==> src/rtl/accum16_seq.sv <==
// Sequential 16-bit accumulator: sums a programmed number of stream samples
// through a ripple-carry sixteen_adder and presents the result on a held handshake.

module sixteen_adder (
    input  logic [15:0] A,
    input  logic [15:0] B,
    input  logic        Cin,
    output logic [15:0] Sum,
    output logic        Cout
);
    logic [16:0] c;

    assign c[0] = Cin;

    for (genvar i = 0; i < 16; i++) begin : g_bit
        assign Sum[i]  = A[i] ^ B[i] ^ c[i];
        assign c[i+1]  = (A[i] & B[i]) | (c[i] & (A[i] ^ B[i]));
    end

    assign Cout = c[16];
endmodule

// Handshakes: a sample moves when in_valid && in_ready; the result moves when
// out_valid && out_ready. Ready/valid outputs come from registered state only.
module accum16_seq #(
    parameter int COUNT_W = 8
) (
    input  logic               clk,
    input  logic               rst,
    input  logic               start,
    input  logic [COUNT_W-1:0] len,
    input  logic               in_valid,
    output logic               in_ready,
    input  logic [15:0]        in_data,
    output logic               busy,
    output logic               out_valid,
    input  logic               out_ready,
    output logic [15:0]        out_sum,
    output logic               out_carry,
    output logic [COUNT_W-1:0] out_count,
    output logic [1:0]         dbg_state_o
);
    localparam logic [1:0] ST_IDLE  = 2'd0;
    localparam logic [1:0] ST_ACCUM = 2'd1;
    localparam logic [1:0] ST_DONE  = 2'd2;

    logic [1:0]         state_q, state_d;
    logic [15:0]        sum_q, sum_d;
    logic               carry_q, carry_d;
    logic [COUNT_W-1:0] count_q, count_d;
    logic [COUNT_W-1:0] len_q, len_d;

    logic [15:0]        add_sum;
    logic               add_cout;
    logic [COUNT_W-1:0] count_inc;
    logic               beat;

    sixteen_adder u_adder (
        .A    (sum_q),
        .B    (in_data),
        .Cin  (1'b0),
        .Sum  (add_sum),
        .Cout (add_cout)
    );

    assign count_inc = count_q + 1'b1;
    assign beat      = in_valid && (state_q == ST_ACCUM);

    always_comb begin
        state_d = state_q;
        sum_d   = sum_q;
        carry_d = carry_q;
        count_d = count_q;
        len_d   = len_q;
        case (state_q)
            ST_IDLE: begin
                if (start) begin
                    sum_d   = '0;
                    carry_d = 1'b0;
                    count_d = '0;
                    len_d   = len;
                    state_d = (len == '0) ? ST_DONE : ST_ACCUM;
                end
            end
            ST_ACCUM: begin
                if (beat) begin
                    sum_d   = add_sum;
                    carry_d = carry_q | add_cout;
                    count_d = count_inc;
                    // Count stops at the latched length, so it can never wrap.
                    if (count_inc == len_q) begin
                        state_d = ST_DONE;
                    end
                end
            end
            ST_DONE: begin
                if (out_ready) begin
                    state_d = ST_IDLE;
                end
            end
            default: state_d = ST_IDLE;
        endcase
    end

    always_ff @(posedge clk) begin
        if (rst) begin
            state_q <= ST_IDLE;
            sum_q   <= '0;
            carry_q <= 1'b0;
            count_q <= '0;
            len_q   <= '0;
        end else begin
            state_q <= state_d;
            sum_q   <= sum_d;
            carry_q <= carry_d;
            count_q <= count_d;
            len_q   <= len_d;
        end
    end

    assign in_ready    = (state_q == ST_ACCUM);
    assign out_valid   = (state_q == ST_DONE);
    assign busy        = (state_q != ST_IDLE);
    assign out_sum     = sum_q;
    assign out_carry   = carry_q;
    assign out_count   = count_q;
    assign dbg_state_o = state_q;
endmodule

==> config.mk <==
export PLATFORM = sky130hd
export DESIGN_NAME = accum16_seq
export DESIGN_NICKNAME = d
export VERILOG_FILES = /design/src/rtl/accum16_seq.sv
export SDC_FILE = /design/constraint.sdc
export NUM_CORES = 1
export LEC_CHECK = 0
export CAP_MARGIN = 0
export CORE_MARGIN = 1
export CORE_UTILIZATION = 45
export DETAILED_ROUTE_END_ITERATION = 10
export GPL_TIMING_DRIVEN = 0
export PLACE_DENSITY_LB_ADDON = 0.05
export SETUP_SLACK_MARGIN = 0.1
export SKIP_CTS_REPAIR_TIMING = 1
export SLEW_MARGIN = 20
export SYNTH_ARGS = -nofsm -noshare
export SYNTH_HDL_FRONTEND = slang
export SYNTH_HIERARCHICAL = 1
export SYNTH_SLANG_ARGS = --single-unit
export TNS_END_PERCENT = 1
==> constraint.sdc <==
create_clock -name clk -period 15 [get_ports clk]
set_clock_uncertainty 0.2 [all_clocks]
set_input_delay 3 -clock clk [delete_from_list [all_inputs] [get_ports clk]]
set_output_delay 3 -clock clk [all_outputs]
set_load 0.005 [all_outputs]
# Yosys cells after proc, flatten, opt, wreduce, memory -nomap -nowiden
# Cells that the tools add are included.
[totals]
ff_bits = 35
out_inout_bits = 30
elab_cells = 114
[op_classes]
addsub = 1
eq_ne = 7
muxes = 15
bitwise = 78
reduce_logical = 8
[ops]
columns = ["op", "n"]
rows = [
  ["16-bit 2-to-1 mux", 2],
  ["16-bit case mux with 2 select lines", 1],
  ["1-bit bitwise AND", 31],
  ["1-bit bitwise XOR", 31],
  ["8-bit 2-to-1 mux", 2],
  ["1-bit OR", 16],
  ["8-bit case mux with 2 select lines", 1],
  ["2-bit 2-to-1 mux", 5],
  ["8-bit by 1-bit adder with 8-bit output, second input constant", 1],
  ["8-bit == test", 1],
  ["8-bit logical NOT", 1],
  ["2-bit by 1-bit != test with 1-bit output, second input constant", 3],
  ["2-bit case mux with 3 select lines", 1],
  ["4-bit AND reduction", 1],
  ["2-bit nonzero test", 2],
  ["3-bit AND reduction", 1],
  ["2-bit by 1-bit == test with 1-bit output, second input constant", 1],
  ["2-bit == test, second input constant", 1],
  ["2-bit logical NOT", 1],
  ["1-bit 2-to-1 mux", 2],
  ["2-bit != test, second input constant", 1],
  ["1-bit case mux with 2 select lines", 1],
  ["2-bit AND reduction", 1],
  ["1-bit logical AND", 1],
]

# Logic depth before layout (Yosys ltp)
[depth]
ltp_word = 34
ltp_mapped = 22

# By module
# The synthesis kept the hierarchy.
[modules_own_cells]
columns = ["module", "instances", "cells_each", "area_each_um2"]
rows = [
  ["accum16_seq", 1, 182, 1551.5],
  ["sixteen_adder", 1, 26, 357.8],
]

# Least setup slack after synthesis
# OpenSTA, ideal clock, no wires.
[synth_timing]
path_type = "input to register"
startpoint = "in in_data[0]"
endpoint = "reg sum_q[15] (netlist: out_sum[15])"
arrival_ns = 9.173
required_ns = 14.735
slack_ns = 5.562
stages = 22
path_cell_list = "fa_1 -> inv_1 -> fa_1 -> inv_1 -> fa_1 -> fa_1 -> fa_1 -> fa_1 -> fa_1 -> fa_1 -> fa_1 -> fa_1 -> fa_1 -> fa_1 -> fa_1 -> fa_1 -> fa_1 -> inv_1 -> fa_1 -> inv_1 -> a22oi_1 -> nor2_1"
[synth_between]
elab_chain_cells = 32
[synth_lines]
columns = ["item", "line_no", "source"]
rows = [
  ["start, declared", "34", "input logic [15:0] in_data,"],
  ["1-bit bitwise AND (2 in a row)", "17", "assign c[i+1] = (A[i] & B[i]) | (c[i] & (A[i] ^ B[i]));"],
  ["1-bit OR", "17", ""],
  ["1-bit bitwise AND", "17", ""],
  ["1-bit OR", "17", ""],
  ["1-bit bitwise AND", "17", ""],
  ["1-bit OR", "17", ""],
  ["1-bit bitwise AND", "17", ""],
  ["1-bit OR", "17", ""],
  ["[16 not listed]", "--", ""],
  ["1-bit bitwise AND", "17", ""],
  ["1-bit OR", "17", ""],
  ["1-bit bitwise AND", "17", ""],
  ["1-bit OR", "17", ""],
  ["1-bit bitwise XOR", "16", "assign Sum[i] = A[i] ^ B[i] ^ c[i];"],
  ["net add_sum[15]", "53", "logic [15:0] add_sum;"],
  ["16-bit 2-to-1 mux", "86", "if (beat) begin"],
  ["16-bit case mux with 2 select lines", "75", "case (state_q)"],
  ["end signal, assigned", "114", "sum_q <= sum_d;"],
  ["end, declared", "48", "logic [15:0] sum_q, sum_d;"],
]
# The timed path passes the listed nets, and every way through them passes these cells. The select of a mux whose other input is x is not followed.
# A chain may end at the register's enable or synchronous reset.

# Final worst setup path
# Same ends and word-level chain as after synthesis.

==> impl_results.md <==
- Run status: complete, no violations
- Number of buffers created by CTS: 5
- Synthesis-stage register bit count: 35
- Placed Area: 2540 sq um
- Seq/Total Area, Yosys: between 30% and 40%
- Post-synthesis cell area: ~1900 sq um
- Gr ovfl total: 0
- H-tree level count: 2
- TritonCTS clock tree: yes
- Power per Cell Area: 79.3 nW/um^2
- # rows: 23
- Final ANT Viol Nets: 0
- Dominant cell by count in the synthesized netlist: sky130_fd_sc_hd__dfxtp_1
- DR vias: about 1600
- Ys Warns: 6
- Max frequency: about 0.10 GHz
- Max-slew violation count: 0
- Class of the most critical hold timing path: flop to flop
- Startpoint types: input pin
- Die width: ~67 um
- Post-synth top flop: sky130_fd_sc_hd__dfxtp_1
- Starting density of the core: around 47%
- Top Ports: 59
- Slew headroom: between 50% and 60%
- Share of post-route cells with drive strength above 1: 7.33%
- Placeable core region: about 4000 sq um
- Crit. End Element: flop
- Number of diodes: 0
- Clk sinks: 35
- Final wirelength: about 4000 um
- Number of antenna violations at the first check in global routing: 0
- Portion of synthesized cell area occupied by the leading cell type: between 30% and 40%
- Total Negative Setup Slacks: 0 ns
- Number of failing hold endpoints at the final stage: 0
- Syn Nets: ~250
- RSZ-0062 raised after global routing: no
- Final core utilization: around two thirds
- Detailed-router iteration count before antenna repair: 4
- Data arrival time at the worst-slack endpoint: 9.87 ns
- Crit path kind: input pin to flop
- HPWL after detailed placement: a little over 3000 um
- Fin nets: ~320
- Final weighted congestion of routability-driven global placement: 0.791
- DRC violation total after the first TritonRoute iteration: between 60 and 70
- Number of inserted filler cells in the final layout: 355
- Via count of the first global-routing pass: approximately 1500
- Area of all placed cells without fillers: around 2600 sq um
- Deepest clock path buffer count: 2
- First-pass GRT wire length: 6730 um
- Netlist cell types: 34
- Worst vdd rail ir drop: roughly 0.061 mV
- Synth area leader: sky130_fd_sc_hd__dfxtp_1
- Setup-violating endpoint count in the final report: 0
- Worst slack at placement: around 4.8 ns
- Die height: roughly 67 um
- Largest fanout on the critical path: 1
- Clock-pin slew reported for the worst setup and hold paths after clock tree synthesis: around 0.07 ns
- Maximum number of pins on one net before global-route repair: 11
- Leakage Power: 1.04 nW
- Most numerous cell types in the synthesized netlist: 35 x sky130_fd_sc_hd__dfxtp_1, 27 x sky130_fd_sc_hd__nor2_1, 23 x sky130_fd_sc_hd__nand2_1
- Die Footprint: ~4500 sq um
- Routed vias/inst: 5.03
- GRT Resource Usage Total: approximately a fifth
- Worst Hold Slack: roughly 0.27 ns
- Critical path required time: ~15 ns
- Drt drc: 0
- Min Tclk post-route: 9.84 ns
- Smallest setup slack after layout: between 5 and 6 ns
- Instance count of the mapped netlist: approximately 210
- Max capacitance violation total: 0
- Async set or reset register ratio after synthesis: 0%
- Largest cells by area after synthesis: sky130_fd_sc_hd__dfxtp_1 37%, sky130_fd_sc_hd__fa_1 17%, sky130_fd_sc_hd__a22oi_1 6.7%
- Area Overhead vs Synth: 37.4%
- Quantity of I/O buffers inserted on ports: 57
- Crit share post-route: roughly two thirds
- Clock latency at the later pin of the worst-skew pair: slightly below 0.3 ns
- Clock root cell: sky130_fd_sc_hd__clkbuf_8
- Worst-margin pin slew: 0.676 ns
- Post-synth EDFFs: 0
- Average wire per cell in the routed design: 12.7 um
- Mean cell area of the mapped netlist: ~9.2 sq um
==> final timing paths <==
kind	from	to	depth (start not counted)	slack, ns
max	in_data[0]	out_sum[15]	23	5.16
min	len_q[3]	len_q[3]	2	0.27
max reg2reg	out_sum[0]	out_sum[15]	22	7.94
min reg2reg	len_q[3]	len_q[3]	2	0.27
==> worst max-delay path, cell delays in order <==
cell and delay (ns):
sky130_fd_sc_hd__clkdlybuf4s50_1 0.43, sky130_fd_sc_hd__fa_1 0.41, sky130_fd_sc_hd__inv_1 0.08, sky130_fd_sc_hd__fa_1 0.17, sky130_fd_sc_hd__inv_1 0.05, sky130_fd_sc_hd__fa_1 0.39, sky130_fd_sc_hd__fa_1 0.40, sky130_fd_sc_hd__fa_1 0.40
sky130_fd_sc_hd__fa_1 0.39, sky130_fd_sc_hd__fa_1 0.39, sky130_fd_sc_hd__fa_1 0.38, sky130_fd_sc_hd__fa_1 0.39, sky130_fd_sc_hd__fa_1 0.39, sky130_fd_sc_hd__fa_1 0.39, sky130_fd_sc_hd__fa_1 0.38, sky130_fd_sc_hd__fa_1 0.38
sky130_fd_sc_hd__fa_1 0.38, sky130_fd_sc_hd__fa_1 0.37, sky130_fd_sc_hd__inv_1 0.08, sky130_fd_sc_hd__fa_1 0.40, sky130_fd_sc_hd__inv_1 0.06, sky130_fd_sc_hd__a22oi_1 0.07, sky130_fd_sc_hd__nor2_1 0.09
==> power breakdown <==
group	switching (W)	leakage (nW)	internal [W]	total (W)
clock network	0.0000337	0.0422	0.0000326	0.0000662
registers	0.00000354	0.285	0.0000968	0.000100
logic	0.0000189	0.709	0.0000225	0.0000414
total	0.0000561	1.04	0.000152	0.000208
==> cells by family after synthesis <==
group / share of synthesized area, %
AND/OR/NAND/NOR: 19.0
XOR/XNOR: 6.42
other: 0.196
AO/OA/AOI/OAI: 14.3
adder cells (fa/ha/maj): 17.4
multiplexers: 0.590
flip-flops: 36.7
buffers and inverters: 5.37
==> area by class of cell <==
cell class	instances	area, sq um	area share, %
inverter	11	41.3	1.57
sequential	35	701	26.7
buffer	11	61.3	2.34
timing repair buffer	57	571	21.7
multi-input combinational	151	1110	42.2
clock inverter	1	5.00	0.191
tap	50	62.6	2.38
clock buffer	7	76.3	2.91
==> sequential cells by signal, summed over array words and instances, names as in the netlist <==
signal,count
out_carry,1
dbg_state_o,2
out_count,8
out_sum,16
len_q,8
==> layer usage <==
metal | vias to the layer above | share of wire [%] | track usage (%)
met5 | - | 0 | 0
met4 | 0 | 1.7 | 8.78
met3 | 7 | 6.0 | 5.07
met2 | 42 | 44 | 31.0
met1 | 746 | 48 | 27.2
li1 | 829 | - | -
==> layout by cell type (no fill, tap or decap), types with 3 or more instances in the layout <==
master	instances
sky130_fd_sc_hd__a21oi_1	17
sky130_fd_sc_hd__a22oi_1	17
sky130_fd_sc_hd__buf_2	4
sky130_fd_sc_hd__clkbuf_1	6
sky130_fd_sc_hd__clkbuf_8	5
sky130_fd_sc_hd__clkdlybuf4s50_1	57
sky130_fd_sc_hd__dfxtp_1	35
sky130_fd_sc_hd__fa_1	16
sky130_fd_sc_hd__inv_1	11
sky130_fd_sc_hd__nand2_1	23
sky130_fd_sc_hd__nand3_1	4
sky130_fd_sc_hd__nor2_1	27
sky130_fd_sc_hd__nor3_1	6
sky130_fd_sc_hd__o21ai_0	3
sky130_fd_sc_hd__xnor2_1	10
sky130_fd_sc_hd__xor2_1	4
==> metrics by stage <==
stage	cells	power (W)
finish	323	0.000208
detailed placement	315	0.000144
CTS	323	0.000210
floorplan	208	0.000124
global route	323	0.000220
global placement	315	0.000144
Power figures use the tool's default switching activity.
==> RTL edit 1, RTL diff (config.mk and constraints unchanged) <==
Change the parameter `COUNT_W` from 8 to 12.
--- a/src/rtl/accum16_seq.sv
+++ b/src/rtl/accum16_seq.sv
@@ -25,3 +25,3 @@
 module accum16_seq #(
-    parameter int COUNT_W = 8
+    parameter int COUNT_W = 12
 ) (
Interface: changed (resized len and out_count); port bits go from 59 to 67. No check against the original RTL was run, so the function may have changed too.
==> RTL edit 1 against the original RTL <==
- wire length rose by 51%
- non-clock buffer count increased by 18
- power grew 27%
- global-route usage is 2.0 points higher
- worst setup slack got worse by 91 ps
- sequential power increased by 23%
- sequential cell count rose by 8
- first-iteration DRC count up 120%
- design area grew 27%
- area after synthesis rose by 31%
==> RTL edit 1: results <==
group,metric,value,unit
critical_path,worstPathArrival,9970,ps
worst_hold_path,hp-start,"len_q[11]$_SDFFE_PP0P_",
final_layout,nNetsFinal,409,
global_routing,track_usage,22.3,%
critical_path,r2r_slack,7820,ps
run_status,outcome,"finished, final reports clean",
final_layout,fillers,492,
yosys,synthFlopType,"dfxtp_1",
yosys,muxShareOfSynthArea,0.402,%
yosys,synthAdderAreaFrac,13.9,%
clocking,clk_pin_slew,90,ps
critical_path,r2r_end,"out_sum[15]$_SDFFE_PP0P_",
global_routing,grt_pass1_vias,2159,
final_layout,drive_gt1_share,6.96,%
yosys,synthDistinctLibCells,48,
routing,drt-initial-drc-count,142,
yosys,ys_seq_area_share,34.5,%
yosys,ys_top_cells_by_area,"dfxtp_1 35%, fa_1 13%, nor2_1 5.3%",
power_and_ir_drop,worst_ir_drop_vdd,40.9,uV
clocking,htreeDepth,2,
final_layout,n_antenna_cell,0,
power_and_ir_drop,p_leak,1.29,nW
critical_path,r2r_cells,22,
critical_path,setup.worst_path.start,"in_data[0]",
placement,place_area,0.00323,sq mm
power_and_ir_drop,p_sw,71.3,uW
critical_path,cp_max_fo,1,
clocking,cts_root_buffer,"clkbuf_8",
timing,holdWs,281,ps
placement,place.gp.congestion,0.883,
clocking,clkLatencyLatePin,300,ps
clocking,clockBufferDepth,2,
worst_hold_path,whs_endpoint,"len_q[11]$_SDFFE_PP0P_",
placement,dp.final_hpwl,4570,um
yosys,synth_xor_area_share,6.22,%
global_routing,grt_pass1_wl,10400,um
global_routing,grt_max_degree,15,
yosys,yosysWarnings,6,
yosys,synthTopCellsByCount,"43 x dfxtp_1, 35 x nor2_1, 31 x nand2_1",
global_routing,antenna_found_initial,0,
yosys,syn_nets,337,
routing,dr.pass1.iters,4,
yosys,synthArstFlopShare,0,%
placement,port_buffers,65,
yosys,synth_compound_area_share,17.7,%
routing,drt-wirelength-per-cell,14.4,um
clocking,numCtsBuffers,5,
worst_hold_path,min_path_cells,2,
routing,vias,2319,
timing,slew_headroom,65.5,%
final_layout,largest_register_ff_count,16,
RTL edit 1: per-layer routing:
layer  global-route usage (%)  routed length (um)  up-vias
met5                        0                   0        -
met4                     8.85                  99        0
met3                     4.79                 327       13
met2                     36.1                2970       74
met1                     28.9                2780     1097
li1                         -                   -     1135
RTL edit 1: metrics by stage:
step | cells | util [%] | worst slack [ps]
2_1_floorplan | 286 | - | 5560
3_3_place_gp | 421 | 62.1 | 4800
3_5_place_dp | 421 | 62.1 | 4790
4_1_cts | 429 | 64.2 | 5060
5_1_grt | 429 | 64.2 | 4820
6_report | 429 | 64.2 | 5070
RTL edit 1: worst max-delay path: stages:
cell	delay, ps
clkdlybuf4s50_1	430
fa_1	390
inv_1	70
fa_1	160
inv_1	50
fa_1	380
fa_1	400
fa_1	400
fa_1	400
fa_1	410
fa_1	410
fa_1	390
fa_1	390
fa_1	420
fa_1	400
fa_1	390
fa_1	400
fa_1	380
inv_1	80
fa_1	400
inv_1	60
a22oi_1	70
nor2_1	90
RTL edit 1: logic make-up after synthesis:
group | Yosys count
simple gates | 106
compound gates | 69
flops | 43
buf+inv | 32
fa+ha+maj | 18
xor+xnor | 16
other cells | 1
mux | 1
RTL edit 1: worst max-delay path by stage:
| stage | slack, ps | end | depth (start not counted) |
|---|---|---|---|
| after detailed placement | 4790 | out_sum[15]$_SDFFE_PP0P_ | 23 |
| after global placement | 4800 | out_sum[15]$_SDFFE_PP0P_ | 23 |
| after CTS | 5060 | out_sum[15]$_SDFFE_PP0P_ | 23 |
| final | 5070 | out_sum[15]$_SDFFE_PP0P_ | 23 |
| after floorplan | 5560 | out_sum[15]$_SDFFE_PP0P_ | 22 |
| after global routing | 4820 | out_sum[15]$_SDFFE_PP0P_ | 23 |
RTL edit 1: area by class of cell:
class                           count  area [sq um]  area share [%]
Clock inverter                      3          43.8            1.31
Inverter                           11          41.3            1.24
Buffer                             21           108            3.22
Multi-Input combinational cell    211          1480            44.3
Tap cell                           70          87.6            2.62
Sequential cell                    43           861            25.7
Timing Repair Buffer               65           651            19.5
Clock buffer                        5          68.8            2.06
RTL edit 1: power by group through the flow:
stage	Combinational (mW)	Clock (mW)	Sequential (mW)
floorplan	0.0265	0	0.125
global placement	0.0480	0	0.125
detailed placement	0.0489	0	0.125
CTS	0.0492	0.0947	0.123
global route	0.0538	0.0988	0.123
finish	0.0487	0.0930	0.123
==> RTL edit 2, RTL diff (same settings) <==
Made on the original files. Put one more register stage on the output `out_count`. The value now appears one clock later. The other outputs are not delayed to match.
--- a/src/rtl/accum16_seq.sv
+++ b/src/rtl/accum16_seq.sv
@@ -125,3 +125,5 @@
     assign out_carry   = carry_q;
-    assign out_count   = count_q;
+    always_ff @(posedge clk) begin
+        out_count <= count_q;
+    end
     assign dbg_state_o = state_q;
Formal check against the unedited RTL: not equivalent (a bounded check fails within 4 cycles, from zero or initial values and one cycle with rst high).
==> RTL edit 2 against the original RTL <==
- sequential power up 22%
- count of clock-buffer cells in the layout fell by 1
- via count grew 12%
- combinational power increased by 4%
- sequential share of layout area up 2.6 points
- worst setup slack got worse by 38 ps
- design area is 12% higher
- sequential cell count rose by 8
- first-iteration DRC count grew 18%
- power up 21%
- area after synthesis up 15%
- wire length increased by 16%
==> RTL edit 2: results <==
group,metric,value,unit
run_status,outcome,"finished, final reports clean",
routing,drt-initial-drc-count,78,
routing,avgViaCountPerCell,5.22,
routing,dr.pass1.iters,5,
final_layout,fin_cells,347,
global_routing,grt_pass1_wl,8370,um
global_routing,grt_use_met1,27.5,%
yosys,synthTopCellsByCount,"43 x dfxtp_1, 27 x nor2_1, 20 x a21oi_1, 20 x nand2_1, 17 x a22oi_1",
yosys,synth.avg_cell_area,9.57,sq um
yosys,synthAdderAreaFrac,15.2,%
yosys,syn_nets,275,
yosys,synth_xor_area_share,3.60,%
yosys,muxShareOfSynthArea,0.514,%
critical_path,r2r_slack,7890,ps
yosys,synth_compound_area_share,16.8,%
global_routing,track_usage,21.0,%
placement,place.gp.congestion,0.737,
global_routing,grt_pass1_vias,1747,
final_layout,drive_gt1_share,9.56,%
yosys,ys_seq_area_share,39.3,%
placement,dp.final_hpwl,3520,um
global_routing,met2_usage,34.0,%
power_and_ir_drop,p_leak,1.17,nW
global_routing,grt_max_degree,13,
yosys,synthDistinctLibCells,49,
power_and_ir_drop,worst_ir_drop_vdd,54.3,uV
yosys,ys_top_cells_by_area,"dfxtp_1 39%, fa_1 15%, a22oi_1 5.8%",
placement,dpl.cell_count,340,
timing,max_slew.worst_pin.slew,517,ps
worst_hold_path,hp-start,"count_q[2]$_SDFFE_PP0P_",
-- RTL edit 2: cell count changes after synthesis, moves of 3 or more --
cell      unedited run  this run
nor3_1               6         3
nor2b_1              2         5
xnor2_1             10         3
dfxtp_1             35        43
o21ai_1              0         3
nand2_1             23        20
a21oi_1             17        20
nand3_1              4         1
a211oi_1             0         4
-- RTL edit 2: cell families after synthesis --
| logic type | count (synthesis) |
|---|---|
| AO/OA/AOI/OAI | 57 |
| XOR/XNOR | 9 |
| adder cells (fa/ha/maj) | 17 |
| buffers and inverters | 25 |
| flip-flops | 43 |
| multiplexers | 1 |
| other | 1 |
| AND/OR/NAND/NOR | 76 |
-- RTL edit 2: layout make-up --
class	instances	area, sq um
Fill cell	441	1760
Multi-Input combinational cell	161	1200
Sequential cell	43	861
Timing Repair Buffer	57	571
Buffer	13	85.1
Clock buffer	6	72.6
Tap cell	54	67.6
Inverter	12	45.0
Clock inverter	1	30.0
-- RTL edit 2: per-stage QoR --
stage | setup WS [ps] | instance area [sq um]
5_1_grt | 4880 | 2930
2_1_floorplan | 5560 | 2190
4_1_cts | 5090 | 2930
6_report | 5120 | 2930
3_3_place_gp | 4810 | 2830
3_5_place_dp | 4790 | 2830
-- RTL edit 2: layer usage --
metal	vias up	wire length (um)
met5	-	0
met4	0	44
met3	5	279
met2	59	2230
met1	842	2190
li1	905	-
-- RTL edit 2: worst max-delay path: cells and delay by family --
| family | cells | cell delay, ps |
|---|---|---|
| adder cells (fa/ha/maj) | 16 | 6070 |
| buffers and inverters | 5 | 690 |
| AND/OR/NAND/NOR | 1 | 80 |
| AO/OA/AOI/OAI | 1 | 70 |
-- RTL edit 2: worst min-delay path by stage --
stage	cells past startpoint	slack, ps	end
final	0	150	out_count[2]$_DFF_P_
after CTS	0	160	out_count[2]$_DFF_P_
after floorplan	0	130	out_count[2]$_DFF_P_
after detailed placement	0	140	out_count[2]$_DFF_P_
after global placement	0	140	out_count[2]$_DFF_P_
after global routing	0	160	out_count[2]$_DFF_P_
-- RTL edit 2: power by group through the flow --
| stage | clock network (mW) | registers [mW] | logic, mW |
|---|---|---|---|
| final | 0.0859 | 0.122 | 0.0430 |
| after global routing | 0.0935 | 0.122 | 0.0487 |
| after CTS | 0.0885 | 0.122 | 0.0437 |
| after detailed placement | 0 | 0.124 | 0.0434 |
| after global placement | 0 | 0.124 | 0.0427 |
| after floorplan | 0 | 0.124 | 0.0234 |
